File: src/rtl/bpm_tempo_ctrl.sv
// Tempo step sequencer in front of the BPM clock generator: button levels -> single-cycle inc/dec pulses.
// Define BEAT_QUANTIZE_EN to hold queued steps until the cycle after beat_edge.
//
// state    | meaning
// ---------+-----------------------------------------------------------
// IDLE     | no button active; first press requests one step
// HOLD     | button held; counting towards auto-repeat start
// REPEAT   | auto-repeat; one step request per repeat interval
// WAIT_REL | ignoring buttons until both are released
module bpm_tempo_ctrl #(
    parameter int CLOCK_FREQ  = 100_000_000,
    parameter int DEFAULT_BPM = 120,
    parameter int MIN_BPM     = 40,
    parameter int MAX_BPM     = 200,
    parameter int STEP        = 10,
    parameter int HOLD_MS     = 500,
    parameter int REPEAT_MS   = 100
) (
    input  logic       clk,
    input  logic       reset_n,
    input  logic       btn_up,
    input  logic       btn_down,
    input  logic       beat_edge,
    output logic       bpm_inc,
    output logic       bpm_dec,
    output logic [7:0] bpm_shadow,
    output logic       pending
);

`ifdef BEAT_QUANTIZE_EN
    localparam bit QUANT = 1'b1;
`else
    localparam bit QUANT = 1'b0;
`endif

    localparam longint HOLD_CYC = longint'(HOLD_MS) * longint'(CLOCK_FREQ) / 1000;
    localparam longint REP_CYC  = longint'(REPEAT_MS) * longint'(CLOCK_FREQ) / 1000;
    localparam int     TW       = $clog2(HOLD_CYC + 1);

    localparam logic [TW-1:0] HOLD_TC  = TW'(HOLD_CYC - 1);
    localparam logic [TW-1:0] REP_TC   = TW'(REP_CYC - 1);
    localparam logic [TW-1:0] TMAX     = {TW{1'b1}};
    localparam logic [8:0]    STEP9    = 9'(STEP);
    localparam logic [8:0]    MAX9     = 9'(MAX_BPM);
    localparam logic [8:0]    MIN_LIM9 = 9'(MIN_BPM + STEP);

    typedef enum logic [1:0] {
        S_IDLE     = 2'd0,
        S_HOLD     = 2'd1,
        S_REPEAT   = 2'd2,
        S_WAIT_REL = 2'd3
    } state_t;

    state_t          state, state_nx;
    logic [TW-1:0]   timer, timer_nx;
    logic            act_up, act_up_nx;
    logic            first_cyc;
    logic            req_up, req_dn;
    logic            act_btn, opp_btn;

    logic            slot_full, slot_full_nx;
    logic            slot_up, slot_up_nx;
    logic            inc_nx, dec_nx, pend_nx;
    logic [8:0]      shadow9, eff, shadow_nx;
    logic            legal_up, legal_dn, can_issue;

    always_ff @(posedge clk or negedge reset_n) begin
        if (!reset_n) begin
            state     <= S_IDLE;
            timer     <= '0;
            act_up    <= 1'b0;
            first_cyc <= 1'b1;
        end else begin
            state     <= state_nx;
            timer     <= timer_nx;
            act_up    <= act_up_nx;
            first_cyc <= 1'b0;
        end
    end

    always_comb begin
        state_nx  = state;
        timer_nx  = timer;
        act_up_nx = act_up;
        req_up    = 1'b0;
        req_dn    = 1'b0;
        act_btn   = act_up ? btn_up : btn_down;
        opp_btn   = act_up ? btn_down : btn_up;
        case (state)
            S_IDLE: begin
                timer_nx = '0;
                // A button already down when reset lifts must be released first
                if ((first_cyc && (btn_up || btn_down)) || (btn_up && btn_down)) begin
                    state_nx = S_WAIT_REL;
                end else if (btn_up) begin
                    req_up    = 1'b1;
                    act_up_nx = 1'b1;
                    state_nx  = S_HOLD;
                end else if (btn_down) begin
                    req_dn    = 1'b1;
                    act_up_nx = 1'b0;
                    state_nx  = S_HOLD;
                end
            end
            S_HOLD, S_REPEAT: begin
                if (opp_btn) begin
                    state_nx = S_WAIT_REL;
                    timer_nx = '0;
                end else if (!act_btn) begin
                    state_nx = S_IDLE;
                    timer_nx = '0;
                end else if ((state == S_HOLD && timer == HOLD_TC) ||
                             (state == S_REPEAT && timer == REP_TC)) begin
                    req_up   = act_up;
                    req_dn   = !act_up;
                    timer_nx = '0;
                    state_nx = S_REPEAT;
                end else if (timer != TMAX) begin
                    timer_nx = timer + TW'(1);
                end
            end
            S_WAIT_REL: begin
                timer_nx = '0;
                if (!btn_up && !btn_down) state_nx = S_IDLE;
            end
            default: begin
                state_nx = S_IDLE;
                timer_nx = '0;
            end
        endcase
    end

    assign shadow9 = {1'b0, bpm_shadow};

    // Legality is judged against the shadow as it will be once the queued step lands
    always_comb begin
        eff = shadow9;
        if (slot_full) eff = slot_up ? shadow9 + STEP9 : shadow9 - STEP9;
        legal_up  = req_up && ((eff + STEP9) <= MAX9);
        legal_dn  = req_dn && (eff >= MIN_LIM9);
        can_issue = !(bpm_inc || bpm_dec) && (!QUANT || beat_edge);

        inc_nx       = 1'b0;
        dec_nx       = 1'b0;
        shadow_nx    = shadow9;
        slot_full_nx = slot_full;
        slot_up_nx   = slot_up;

        if (slot_full && can_issue) begin
            inc_nx       = slot_up;
            dec_nx       = !slot_up;
            shadow_nx    = eff;
            slot_full_nx = legal_up || legal_dn;
            slot_up_nx   = legal_up;
        end else if (slot_full) begin
            if ((legal_up && !slot_up) || (legal_dn && slot_up)) slot_full_nx = 1'b0;
        end else if (legal_up || legal_dn) begin
            if (can_issue && !QUANT) begin
                inc_nx    = legal_up;
                dec_nx    = legal_dn;
                shadow_nx = legal_up ? shadow9 + STEP9 : shadow9 - STEP9;
            end else begin
                slot_full_nx = 1'b1;
                slot_up_nx   = legal_up;
            end
        end
        pend_nx = slot_full_nx || inc_nx || dec_nx;
    end

    always_ff @(posedge clk or negedge reset_n) begin
        if (!reset_n) begin
            bpm_inc    <= 1'b0;
            bpm_dec    <= 1'b0;
            pending    <= 1'b0;
            bpm_shadow <= 8'(DEFAULT_BPM);
            slot_full  <= 1'b0;
            slot_up    <= 1'b0;
        end else begin
            bpm_inc    <= inc_nx;
            bpm_dec    <= dec_nx;
            pending    <= pend_nx;
            bpm_shadow <= shadow_nx[7:0];
            slot_full  <= slot_full_nx;
            slot_up    <= slot_up_nx;
        end
    end

endmodule

File: config.mk
export PLATFORM = sky130hd
export DESIGN_NAME = bpm_tempo_ctrl
export DESIGN_NICKNAME = d
export VERILOG_FILES = /design/src/rtl/bpm_tempo_ctrl.sv
export SDC_FILE = /design/constraint.sdc
export NUM_CORES = 1
export LEC_CHECK = 0
export CORE_UTILIZATION = 65
export CTS_BUF_LIST = sky130_fd_sc_hd__clkbuf_4 sky130_fd_sc_hd__clkbuf_8
export DETAILED_ROUTE_END_ITERATION = 8
export DONT_BUFFER_PORTS = 1
export PLACE_DENSITY = 0.81
export SETUP_SLACK_MARGIN = 0.1
export SYNTH_ARGS = -nofsm -noshare
export SYNTH_HDL_FRONTEND = slang
export SYNTH_SLANG_ARGS = --single-unit
File: constraint.sdc
create_clock -name clk -period 3.9 [get_ports clk]
set_input_delay 0.585 -clock clk [delete_from_list [all_inputs] [get_ports clk]]
set_output_delay 0.585 -clock clk [all_outputs]
set_load 0.005 [all_outputs]
==> results of run 1 <==
## power groups by stage
stage	logic, mW	registers, mW	clock network [mW]
floorplan	0.674	0.574	0
global placement	0.687	0.678	0
detailed placement	0.703	0.684	0
CTS	0.720	0.675	0.298
global route	0.818	0.693	0.313
finish	0.728	0.680	0.295
## cells in the final DEF, fill, tap and decap left out, drive strengths merged, types with 7 or more instances in the layout
master / count
nor2: 47
xnor2: 14
clkbuf: 7
ha: 8
nor3: 14
dfrtp: 37
nand4: 12
nand3: 15
and3: 8
inv: 16
xor2: 16
a21oi: 13
nand2: 32
o21ai: 17
## worst reg2reg max path: stages, from the launching register on
cell	delay, ns
dfrtp_1	0.59
inv_1	0.15
ha_1	0.29
nand2b_1	0.26
a2bb2oi_1	0.42
o22ai_1	0.15
nor4_2	0.46
o31ai_1	0.14
o211ai_2	0.10
and2_1	0.42
mux2_4	0.35
## per-stage QoR
| step | hold slack [ns] | util, % | cell area, um^2 | setup WS [ns] |
|---|---|---|---|---|
| finish | 0.114 | 71.6 | 3200 | 0.470 |
| global route | 0.121 | 71.6 | 3200 | 0.310 |
| CTS | 0.124 | 71.6 | 3200 | 0.564 |
| detailed placement | 0.290 | 69.0 | 3090 | 0.585 |
| global placement | 0.290 | 69.0 | 3090 | 0.669 |
| floorplan | 0.289 | - | 3100 | 0.967 |
## timing repair
action / 4_1_cts / 5_1_grt
hold buffers: 1 / 0
hold endpoints to repair: 37 / 0
gates resized for setup: 0 / 0
## metal layers
metal  up-vias  GRT usage, %
li1       1308             -
met1      1275          45.0
met2        92          42.1
met3        11          4.13
met4         0          8.89
met5         -             0
## worst paths after layout
path | endpoint | slack [ns] | startpoint
worst max-delay path | bpm_shadow[7] | 0.47 | bpm_shadow[1]
worst min register to register | timer[24] | 0.56 | timer[24]
max in group asynchronous | timer[5] | 3.59 | reset_n
worst min-delay path | timer[14] | 0.11 | reset_n
min in group clk | act_up | 0.43 | btn_up
worst max register to register | bpm_shadow[7] | 0.47 | bpm_shadow[1]
## final cells by class
class | count | area, um^2 | area share, %
Timing Repair Buffer | 4 | 42.5 | 1.33
Clock inverter | 1 | 5.00 | 0.156
Sequential cell | 42 | 1060 | 33.0
Multi-Input combinational cell | 289 | 1880 | 58.8
Clock buffer | 7 | 90.1 | 2.81
Inverter | 16 | 60.1 | 1.87
Tap cell | 52 | 65.1 | 2.03
## cells in the mapped netlist (8+ instances only)
cell type	n	area, um^2
nor2_1	47	176
dfrtp_1	37	926
nand2_1	32	120
xor2_1	16	140
nand3_1	15	75.1
inv_1	14	52.6
o21ai_0	14	70.1
xnor2_1	14	123
nor3_1	13	65.1
nand4_1	12	75.1
a21oi_1	11	55.1
clkbuf_1	9	33.8
and3_1	8	50.1
ha_1	8	100
## sequential cells by signal, indices dropped and copies added, names as in the netlist
name / cells
timer: 26
bpm_shadow: 7
state: 2
act_up: 1
bpm_dec: 1
bpm_inc: 1
first_cyc: 1
pending: 1
slot_full: 1
slot_up: 1
## cell families after synthesis
kind of cell	count (synthesis)	share of synthesized area, %
AND/OR/NAND/NOR	162	26.7
XOR/XNOR	30	8.49
buffers and inverters	34	5.09
other	1	0.121
flip-flops	42	34.2
multiplexers	11	4.04
AO/OA/AOI/OAI	76	18.1
adder cells (fa/ha/maj)	8	3.23
==> reports/qor.yml, run 1 <==
pwr:
  powerDensity_mw_per_mm2: 531
  power_mw: 1.70
  p_comb_share_pct: 42.7
  clockPowerShare_pct: 17.3
  switchingPower_uw: 721
  swShare_pct: 42.3
  vdd_drop_max_v: 0.000446
  p_leak_nw: 1.27
  internal_power_uw: 982
  power.share.sequential_pct: 39.9
critical_path:
  path_class: "flop to flop"
  critical_path.max_stage_delay_ns: 0.59
  crit_required_ns: 4.08
  worstPathCellList: "inv_1 -> ha_1 -> nand2b_1 -> a2bb2oi_1 -> o22ai_1 -> nor4_2 -> o31ai_1 -> o211ai_2 -> and2_1 -> mux2_4"
  start_kind: "flop"
  reg2regPathDepth: 10
  crit_path_top_delay_cell: "dfrtp_1"
  worst-path-stages: 10
  cpLargestDelayFamily: "simple AND/OR/NAND/NOR gates"
  path_buf_inv: 1
  endpoint_kind: "flop"
  cp_max_fo: 12
  arrival_ns: 3.61
yosys:
  synth-edff-count: 0
  ys.warnings.count: 0
  syn_inst: 364
  synth_cell_type_count: 71
  synth_seq_cells: 42
  ys.flop_type: "dfrtp_1"
  netlist_area_mm2: 0.00310
  syn_avg_cell_area_um2: 8.50
  ys_seq_area_share_pct: 34.2
  async_flop_share_pct: 100
timing:
  tns_ns: 0
  finalHoldViolations: 0
  max_freq_mhz: 292
  clock-skew-final_ns: 0.00604
  period_share_pct: 88.0
  period_needed_ns: 3.43
  rsz0062_at_grt: "false"
  tightestPinTransition_ns: 0.792
  drv_slew: 0
  finalSetupViolCount: 0
  slew_headroom_pct: 47.2
hold_path:
  hold_class: "primary input to asynchronous set/reset pin"
placed_design:
  place.gp.congestion: 0.949
  hpwl_mm: 4.75
  dp_cells: 402
  portBuffers: 0
grt:
  grt_pass1_wl_mm: 11.7
  grt_remaining_overflow: 0
  antenna_found_initial: 0
  globalRouteTotalUtil_pct: 29.1
  grt_max_degree: 38
  grt_pass1_vias: 2450
layout:
  fin_nets: 371
  fin_cells: 411
  nFillCells: 360
  n_antenna_cell: 0
  syn2layout_area_growth_pct: 3.52
  drive_above_1_share_pct: 9.75
cts:
  cts_tree: "done"
  clk_path_buf_depth: 2
  clock_latency_ns: 0.29
  cts_sinks: 42
  path_clk_slew_ns: 0.08
  cts_inserted_buffers: 5
  cts-root-buf: "clkbuf_8"
  cts_max_level: 2
  postCtsSetupRepairBufs: 0
drt:
  drt-initial-drc-count: 234
  first_pass_iters: 5
  met3_length_um: 429
  viasPerCell: 6.54
  top_layer: "met4"
  post-route-drc-count: 0
  antenna_left: 0
  wl_met1_mm: 3.37
  vias: 2686
  met2WireLength_mm: 2.95
  drt-total-wl_mm: 6.85
  wl_per_cell_um: 16.7
floorplanning:
  initial_utilization_pct: 69.2
  die_h_um: 71.0
  die_w_um: 71.0
  io_pins: 16
  core_area_mm2: 0.00447
  die_area_mm2: 0.00504
  rows: 24
run_status:
  outcome: "complete, no violations"
run:
  maxCapViolations: 0
Note: power is estimated with default switching activity, not from simulation.
==> inputs of run 2 (changes only) <==
Settings changed: SLEW_MARGIN from default to 0.
==> results of run 2 <==
Same layout as run 1: the final DEF is identical, and so are final timing and power.
==> inputs of run 3 (changes only) <==
--- a/config.mk
+++ b/config.mk
@@ -7,3 +7,3 @@
 export LEC_CHECK = 0
-export CORE_UTILIZATION = 65
+export CORE_UTILIZATION = 40
 export CTS_BUF_LIST = sky130_fd_sc_hd__clkbuf_4 sky130_fd_sc_hd__clkbuf_8
@@ -11,3 +11,2 @@
 export DONT_BUFFER_PORTS = 1
-export PLACE_DENSITY = 0.81
 export SETUP_SLACK_MARGIN = 0.1
--- a/constraint.sdc
+++ b/constraint.sdc
@@ -3,2 +3,2 @@
 set_output_delay 0.585 -clock clk [all_outputs]
-set_load 0.005 [all_outputs]
+set_load 0.02 [all_outputs]
==> run 3 against run 2 <==
  * Clock-buffer cell count is the same
  * Non-clock buffer count grew 4
  * Worst setup slack gained 0.21 ns
  * Sequential power shrank 4.0%
  * Final area grew 3.6%
==> reports/qor.yml, run 3 (synthesized netlist as in run 1, its figures left out) <==
placed_design:
  hpwl_mm: 5.09
  dp_cells: 453
  place.gp.congestion: 0.888
  portBuffers: 0
pwr:
  switchingPower_uw: 779
  vdd_drop_max_v: 0.000308
  clockPowerShare_pct: 19.8
  powerDensity_mw_per_mm2: 557
  swShare_pct: 42.1
  power.share.sequential_pct: 35.3
  internal_power_mw: 1.07
  p_leak_nw: 1.30
  p_comb_share_pct: 44.9
floorplanning:
  io_pins: 16
  die_h_um: 90.0
  core_area_mm2: 0.00737
  initial_utilization_pct: 42.0
  die_area_mm2: 0.00809
  die_w_um: 90.0
  rows: 31
layout:
  fin_nets: 375
  top_regs: "timer (26), bpm_shadow (7), state (2)"
  drive_above_1_share_pct: 10.7
  largest-register: "timer"
  n_antenna_cell: 0
  largest_reg_flops: 26
  syn2layout_area_growth_pct: 7.19
  final_common_cell: "nor2_1"
  final_cell_mix: "nor2_1 (47), dfrtp_1 (37), nand2_1 (32)"
  fin_cells: 462
  nFillCells: 735
critical_path:
  crit_path_top_delay_cell: "a2bb2oi_1"
  path_class: "flop to flop"
  path_buf_inv: 1
  worstPathCellList: "buf_4 -> ha_1 -> nor2_1 -> a2bb2oi_1 -> a21oi_1 -> o211a_1 -> o2111a_1 -> o211ai_2 -> and2_1 -> mux2_4"
  worst-path-stages: 10
  worstReg2RegStart: "bpm_shadow[1]"
  arrival_ns: 3.39
  crit_path_end: "bpm_shadow[2]"
  critical_path.max_stage_delay_ns: 0.42
  cp_max_fo: 11
  rrSetupSlack_ns: 0.68
  reg2regPathDepth: 10
  start_kind: "flop"
  endpoint_kind: "flop"
  crit_required_ns: 4.07
  reg2reg_to: "bpm_shadow[2]"
  cpLargestDelayFamily: "compound AO/OA/AOI/OAI gates"
  crit_start: "bpm_shadow[1]"
drt:
  first_pass_iters: 4
  antenna_left: 0
  vias: 2678
  wl_per_cell_um: 15.8
  drt-initial-drc-count: 208
  viasPerCell: 5.80
  drt-total-wl_mm: 7.31
  post-route-drc-count: 0
cts:
  clk_path_buf_depth: 2
  cts_sinks: 42
  cts-root-buf: "clkbuf_8"
  cts_inserted_buffers: 5
  path_clk_slew_ns: 0.09
  cts_max_level: 2
  postCtsSetupRepairBufs: 0
  cts_tree: "done"
  clock_latency_ns: 0.30
timing:
  tns_ns: 0
  period_needed_ns: 3.22
  finalHoldViolations: 0
  slew_headroom_pct: 51.9
  drv_slew: 0
  rsz0062_at_grt: "false"
  clock-skew-final_ns: 0.0140
  tightestPinTransition_ns: 0.715
  finalSetupViolCount: 0
  max_freq_mhz: 311
  period_share_pct: 82.5
hold_path:
  hold_class: "primary input to asynchronous set/reset pin"
grt:
  grt_pass1_wl_mm: 12.9
  grt_pass1_vias: 2579
  grt_max_degree: 38
  antenna_found_initial: 0
  grt_remaining_overflow: 0
  globalRouteTotalUtil_pct: 19.2
run:
  maxCapViolations: 0
run_status:
  outcome: "complete, no violations"
run 3: changes by cell type in the layout (fill, tap and decap cells not counted):
cell       delta
clkinv_2      -1
buf_4         +4
bufinv_16     +1
run 3: final cells by class:
cell class | instances | area (um^2) | area share (%)
multi-input combinational | 289 | 1880 | 56.8
timing repair buffer | 8 | 72.6 | 2.19
tap | 99 | 124 | 3.73
sequential | 42 | 1060 | 31.9
inverter | 16 | 60.1 | 1.81
clock buffer | 7 | 90.1 | 2.71
clock inverter | 1 | 30.0 | 0.905
run 3: how the worst min path moves through the flow:
stage	slack (ns)	startpoint	end
2_1_floorplan	0.29	reset_n	act_up
3_3_place_gp	0.29	reset_n	timer[14]
3_5_place_dp	0.29	reset_n	timer[16]
4_1_cts	0.11	reset_n	bpm_shadow[6]
5_1_grt	0.11	reset_n	bpm_shadow[6]
6_report	0.12	reset_n	timer[16]
run 3: power by group through the flow:
stage               Sequential (mW)  Combinational, mW  Clock (mW)
global placement              0.659              0.799           0
finish                        0.653              0.830       0.366
global route                  0.672              0.934       0.396
CTS                           0.652              0.827       0.381
floorplan                     0.618              0.675           0
detailed placement            0.659              0.808           0
run 3: per-stage QoR:
stage,hold WS (ns),setup slack [ns],utilization (%),instance area (um^2),power [mW]
after floorplan,0.289,0.878,-,3100,1.29
after global placement,0.291,0.691,43.1,3180,1.46
after detailed placement,0.291,0.717,43.1,3180,1.47
after CTS,0.112,0.699,45.0,3320,1.86
after global routing,0.106,0.443,45.0,3320,2.00
final,0.117,0.681,45.0,3320,1.85
run 3: repair_timing:
item / 4_1_cts / 5_1_grt
hold buffers: 1 / 0
endpoints found under the hold margin: 37 / 0
gates resized for setup: 0 / 0
run 3: metal layers:
| metal | part of all wire [%] | GRT usage, % |
|---|---|---|
| met5 | 0 | 0 |
| met3 | 4.8 | 4.23 |
| met1 | 51 | 28.4 |
| met4 | 0.64 | 4.44 |
| met2 | 44 | 28.6 |
